### src/rtl/cpu_bus_pkg.sv
// Shared bus definitions for the CPU data-memory path.
// Holds the bridge FSM state type and the bus word / byte-enable widths.
// These widths must match the ones the datapath uses.
package cpu_bus_pkg;

    localparam int BUS_DW = 32;          // bus data / address word width
    localparam int BUS_SW = BUS_DW / 8;  // byte-enable width

    typedef enum logic [1:0] {
        IDLE = 2'd0,
        REQ  = 2'd1,
        WAIT = 2'd2,
        DONE = 2'd3
    } bridge_state_t;

endpackage

### src/rtl/mem_bus_bridge.sv
// mem_bus_bridge
// Turns the core's single-cycle data-memory port into a request/response
// bus access with variable latency. While an access is in flight it asks
// the pipeline to stall. Read data comes back as a full word.
//
// Ports
//   clk_i, rst_i          clock, synchronous active-high reset
//   ram_ce_i ... wdata_i  core access (level, held while stalled)
//   ram_rdata_o           registered read data returned to MEM
//   stall_req_o           combinational stall request to the pipeline
//   bus_err_o             one-cycle pulse in DONE after a timeout abort
//   bus_req_o, bus_*_o    bus request and a registered copy of the access
//   bus_addr_ok_i         slave accepted the request this cycle
//   bus_data_ok_i         data valid / write complete this cycle
//   bus_rdata_i           read data, valid with bus_data_ok_i
module mem_bus_bridge
    import cpu_bus_pkg::*;
#(
    parameter int TIMEOUT_CYCLES = 255
) (
    input  logic              clk_i,
    input  logic              rst_i,
    input  logic              ram_ce_i,
    input  logic              ram_we_i,
    input  logic [BUS_SW-1:0] ram_sel_i,
    input  logic [BUS_DW-1:0] ram_addr_i,
    input  logic [BUS_DW-1:0] ram_wdata_i,
    output logic [BUS_DW-1:0] ram_rdata_o,
    output logic              stall_req_o,
    output logic              bus_err_o,
    output logic              bus_req_o,
    output logic              bus_we_o,
    output logic [BUS_SW-1:0] bus_sel_o,
    output logic [BUS_DW-1:0] bus_addr_o,
    output logic [BUS_DW-1:0] bus_wdata_o,
    input  logic              bus_addr_ok_i,
    input  logic              bus_data_ok_i,
    input  logic [BUS_DW-1:0] bus_rdata_i
);

    localparam int CNT_W = $clog2(TIMEOUT_CYCLES + 1);

    bridge_state_t     state_reg, state_next;
    logic [CNT_W-1:0]  cnt_reg, cnt_next;
    logic              err_reg, err_next;
    logic [BUS_DW-1:0] rdata_reg, rdata_next;
    logic              we_reg;
    logic [BUS_SW-1:0] sel_reg;
    logic [BUS_DW-1:0] addr_reg;
    logic [BUS_DW-1:0] wdata_reg;

    logic capture;      // accept a new access from the core
    logic data_hit;     // slave completed the access this cycle
    logic timeout_hit;  // last permitted WAIT cycle passed with no data

    // The counter reads k-1 during the k-th WAIT cycle, so the abort
    // fires in the TIMEOUT_CYCLES-th WAIT cycle. data_ok in that same
    // cycle takes priority over the abort.
    assign timeout_hit = (state_reg == WAIT) && !bus_data_ok_i &&
                         (cnt_reg == CNT_W'(TIMEOUT_CYCLES - 1));

    always_comb begin
        state_next = state_reg;
        cnt_next   = cnt_reg;
        err_next   = 1'b0;
        rdata_next = rdata_reg;
        capture    = 1'b0;
        data_hit   = 1'b0;
        case (state_reg)
            IDLE: begin
                if (ram_ce_i) begin
                    capture    = 1'b1;
                    cnt_next   = '0;
                    state_next = REQ;
                end
            end
            REQ: begin
                if (bus_addr_ok_i && bus_data_ok_i) begin
                    data_hit   = 1'b1;
                    state_next = DONE;
                end else if (bus_addr_ok_i) begin
                    state_next = WAIT;
                end
            end
            WAIT: begin
                cnt_next = cnt_reg + CNT_W'(1);
                if (bus_data_ok_i) begin
                    data_hit   = 1'b1;
                    state_next = DONE;
                end else if (timeout_hit) begin
                    err_next   = 1'b1;
                    rdata_next = '0;
                    state_next = DONE;
                end
            end
            DONE: begin
                // The core still holds ce here; going straight to IDLE
                // without capturing keeps the finished access from
                // being accepted a second time.
                state_next = IDLE;
            end
            default: state_next = IDLE;
        endcase
        if (data_hit && !we_reg) begin
            rdata_next = bus_rdata_i;
        end
    end

    always_ff @(posedge clk_i) begin
        if (rst_i) begin
            state_reg <= IDLE;
            cnt_reg   <= '0;
            err_reg   <= 1'b0;
            rdata_reg <= '0;
            we_reg    <= 1'b0;
            sel_reg   <= '0;
            addr_reg  <= '0;
            wdata_reg <= '0;
        end else begin
            state_reg <= state_next;
            cnt_reg   <= cnt_next;
            err_reg   <= err_next;
            rdata_reg <= rdata_next;
            if (capture) begin
                we_reg    <= ram_we_i;
                sel_reg   <= ram_sel_i;
                addr_reg  <= ram_addr_i;
                wdata_reg <= ram_wdata_i;
            end
        end
    end

    assign stall_req_o = ((state_reg == IDLE) && ram_ce_i) ||
                         (state_reg == REQ) || (state_reg == WAIT);
    assign bus_req_o   = (state_reg == REQ);
    assign bus_err_o   = err_reg;
    assign ram_rdata_o = rdata_reg;
    assign bus_we_o    = we_reg;
    assign bus_sel_o   = sel_reg;
    assign bus_addr_o  = addr_reg;
    assign bus_wdata_o = wdata_reg;

endmodule
### config.mk
export PLATFORM = sky130hd
export DESIGN_NAME = mem_bus_bridge
export DESIGN_NICKNAME = d
export VERILOG_FILES = /design/src/rtl/cpu_bus_pkg.sv /design/src/rtl/mem_bus_bridge.sv
export SDC_FILE = /design/constraint.sdc
export NUM_CORES = 1
export LEC_CHECK = 0
export BUFFER_PORTS_ARGS = -buffer_cell sky130_fd_sc_hd__clkbuf_2
export CORE_AREA = 2 2 96 98
export CTS_BUF_LIST = sky130_fd_sc_hd__clkbuf_8
export CTS_CLUSTER_DIAMETER = 60
export DETAILED_ROUTE_END_ITERATION = 16
export DIE_AREA = 0 0 98 100
export GPL_ROUTABILITY_DRIVEN = 0
export PLACE_DENSITY_LB_ADDON = 0.1
export SLEW_MARGIN = 20
export SYNTH_ARGS = -nofsm -noshare
export SYNTH_HDL_FRONTEND = slang
export SYNTH_SLANG_ARGS = --single-unit
### constraint.sdc
create_clock -name clk_i -period 3.45 [get_ports clk_i]
set_input_delay 0 -clock clk_i [delete_from_list [all_inputs] [get_ports clk_i]]
set_output_delay 0 -clock clk_i [all_outputs]
set_load 0.01 [all_outputs]
==> flow_summary.ini <==
[clock_network]
cts_tree = built
cts_hold_buf = 103
htreeDepth = 3
cts_sinks = 112
cts_setup_buffers = 0
root_buffer = clkbuf_8
clk_latency_ns = 0.36
path_clk_slew_ns = 0.09
cts_resized = 0
cts_made_buffers = 9
clockBufferDepth = 2

[placed_design]
place_ws_ns = 1.38
numPortBuffers = 209
hpwl_microns = 7160
place_area_sq_um = 5450
numPlacedInstances = 802

[timing]
finalHoldViolCount = 0
layout_setup_ws_ns = 1.35
holdWs_ns = 0.132
rsz0062_at_grt = false
skew_ns = 0.00883
fin_crit_sh_pct = 60.9
worst_slew_pin_slew_ns = 0.908
setup_viol = 0
fin_setup_tns_ns = 0
slew_viol_final = 0
period_needed_ns = 2.10
fmax_mhz = 476
slew_headroom_pct = 39.5

[synthesis]
synth_fa_ha_area_share_pct = 1.69
ys_types = 37
netlist_area_sq_um = 4430
synth_compound_area_share_pct = 15.2
synth_top_family_by_area = simple AND/OR/NAND/NOR gates
synthCells = 515
ys_ff_latch = 112
synth_area_per_cell_sq_um = 8.61
synth_xor_area_share_pct = 0.988
ys_seq_area_share_pct = 50.6
synth_simple_gate_area_share_pct = 25.9
synth.mux.area_fraction_pct = 0.452
yosys_warnings = 0
syn_nets = 627

[setup_path]
cp_max_fo = 36
critPathKind = reg -> reg
rrSetupSlack_ns = 1.35
arrival_ns = 2.38
start_kind = register
worstPathRequired_ns = 3.73
crit_path_end_kind = register

[detailed_routing]
drc_errors = 0
wl_microns = 12100
num_vias = 4515
vias_per_cell = 4.90
avgRoutedWirePerCell_microns = 13.1
drtAntennaViolNets = 0
dr.pass1.iters = 4
drt_iter0_markers = 145

[layout]
fill_cells = 656
area_delta_synth_final_pct = 50.7
final_area_sq_um = 6680
fin_cells = 921
drive_above_1_share_pct = 36.0
multi_input_area_sq_um = 1970
nets = 917
final_util_pct = 75.1
register_area_sq_um = 2240
antennaDiodeCount = 0

[floorplan]
die_x_microns = 98
die_h_microns = 100
die_area_sq_um = 9800
initial_core_util_pct = 49.9
io_pins = 210
num_rows = 35
fp.coreArea_sq_um = 8890

[job]
timing.max_cap.violations = 0

[pwr]
power_leakage_nw = 2.89
ir_worst_vdd_uv = 352
p_per_area_nw_per_um2 = 541
p_total_mw = 3.61

[grt]
gr-total-overflow = 0
antenna_found_initial = 0
grtUsageTotal_pct = 24.4
grt_pass1_wl_microns = 19900
grt_max_degree = 75
first_global_vias = 4364

[hold_path]
hp-class = in -> reg

[run_status]
outcome = completed
==> worst max-delay path: stages, from the launching register on <==
cell	delay [ns]
dfxtp_1	0.34
inv_1	0.12
ha_1	0.25
and2_2	0.59
buf_4	0.46
nand2_1	0.10
a21oi_1	0.15
==> synthesized netlist by cell type <==
library cell	n	area share, %
ha_1	6	1.7
clkbuf_1	29	2.5
a32oi_1	1	0.20
a21oi_2	29	5.7
nand2b_1	4	0.56
nor3_1	1	0.11
buf_2	1	0.11
dfxtp_1	112	51
a21oi_1	74	8.4
a311oi_1	1	0.20
a21o_1	1	0.17
a41oi_1	1	0.20
nor2_1	8	0.68
and3b_1	1	0.20
and3_1	1	0.14
and2_1	2	0.28
o21bai_1	1	0.17
nor3b_1	1	0.17
o21ai_0	2	0.23
or2_2	1	0.14
nand3_1	7	0.79
buf_1	1	0.085
nor4_1	1	0.14
mux2i_1	2	0.45
or4b_4	1	0.31
inv_1	4	0.34
buf_12	3	1.4
nand4_2	1	0.28
nand3_2	29	6.5
buf_4	3	0.51
xor2_1	1	0.20
nand4b_1	1	0.20
xnor2_1	4	0.79
buf_6	1	0.25
or3_1	2	0.28
nand2_1	175	15
nor2b_1	2	0.28
==> worst paths after layout <==
check | startpoint | end | cells past startpoint
setup / recovery | state_reg[0] | bus_addr_o[19] | 6
setup reg to reg | state_reg[0] | bus_addr_o[19] | 6
hold / removal | ram_ce_i | cnt_reg[1] | 4
hold reg to reg | bus_addr_o[22] | bus_addr_o[22] | 2
==> placed cells by master, fill, tap and decap left out, drive strengths merged <==
master       synthesis  final
clkbuf              29    218
o21ai                2      2
a21oi              103    103
or3                  2      2
and3b                1      1
nand3               36     36
or4b                 1      1
nand4b               1      1
nand2              175    175
nor3b                1      1
a311oi               1      1
dlygate4sd3          0    103
clkinvlp             0      1
nor2                 8      8
nor2b                2      2
xnor2                4      4
nor4                 1      1
and3                 1      1
a21o                 1      1
dfxtp              112    112
and2                 2      2
a41oi                1      1
a32oi                1      1
inv                  4      5
bufinv               0      1
buf                  9      6
nor3                 1      1
nand4                1      1
ha                   6      6
o21bai               1      1
clkinv               0      3
mux2i                2      2
or2                  1      1
nand2b               4      4
xor2                 1      1
==> area by class of cell <==
| cell class | instances | share of cell area (%) |
|---|---|---|
| timing repair buffer | 317 | 31.7 |
| inverter | 4 | 0.225 |
| clock inverter | 6 | 0.899 |
| tap | 111 | 2.08 |
| clock buffer | 10 | 2.06 |
| sequential | 112 | 33.6 |
| multi-input combinational | 361 | 29.5 |
==> cells by family (layout without fill, tap and decap cells) <==
logic type	count (synthesis)	after routing
buffers and inverters	42	337
and+or+nand+nor	238	238
xor gates and xnor gates	5	5
AOI/OAI and AO/OA	110	110
DFF	112	112
muxes	2	2
adders and majority gates	6	6
==> layer usage <==
layer	vias to the layer above	share of wire (%)	wire, microns	global-route usage, %
met4	0	1.7	201	8.55
met1	2070	41	4910	28.8
met3	19	6.7	810	5.78
li1	2261	-	-	-
met2	165	51	6180	43.5
met5	-	0	0	0
==> power by group <==
group	switching, mW	leakage, nW	internal, mW
Sequential	0.113	0.913	1.50
Clock	0.426	0.103	0.352
Combinational	0.731	1.87	0.495
Total	1.27	2.89	2.34
Note: power is estimated with default switching activity, not from simulation.
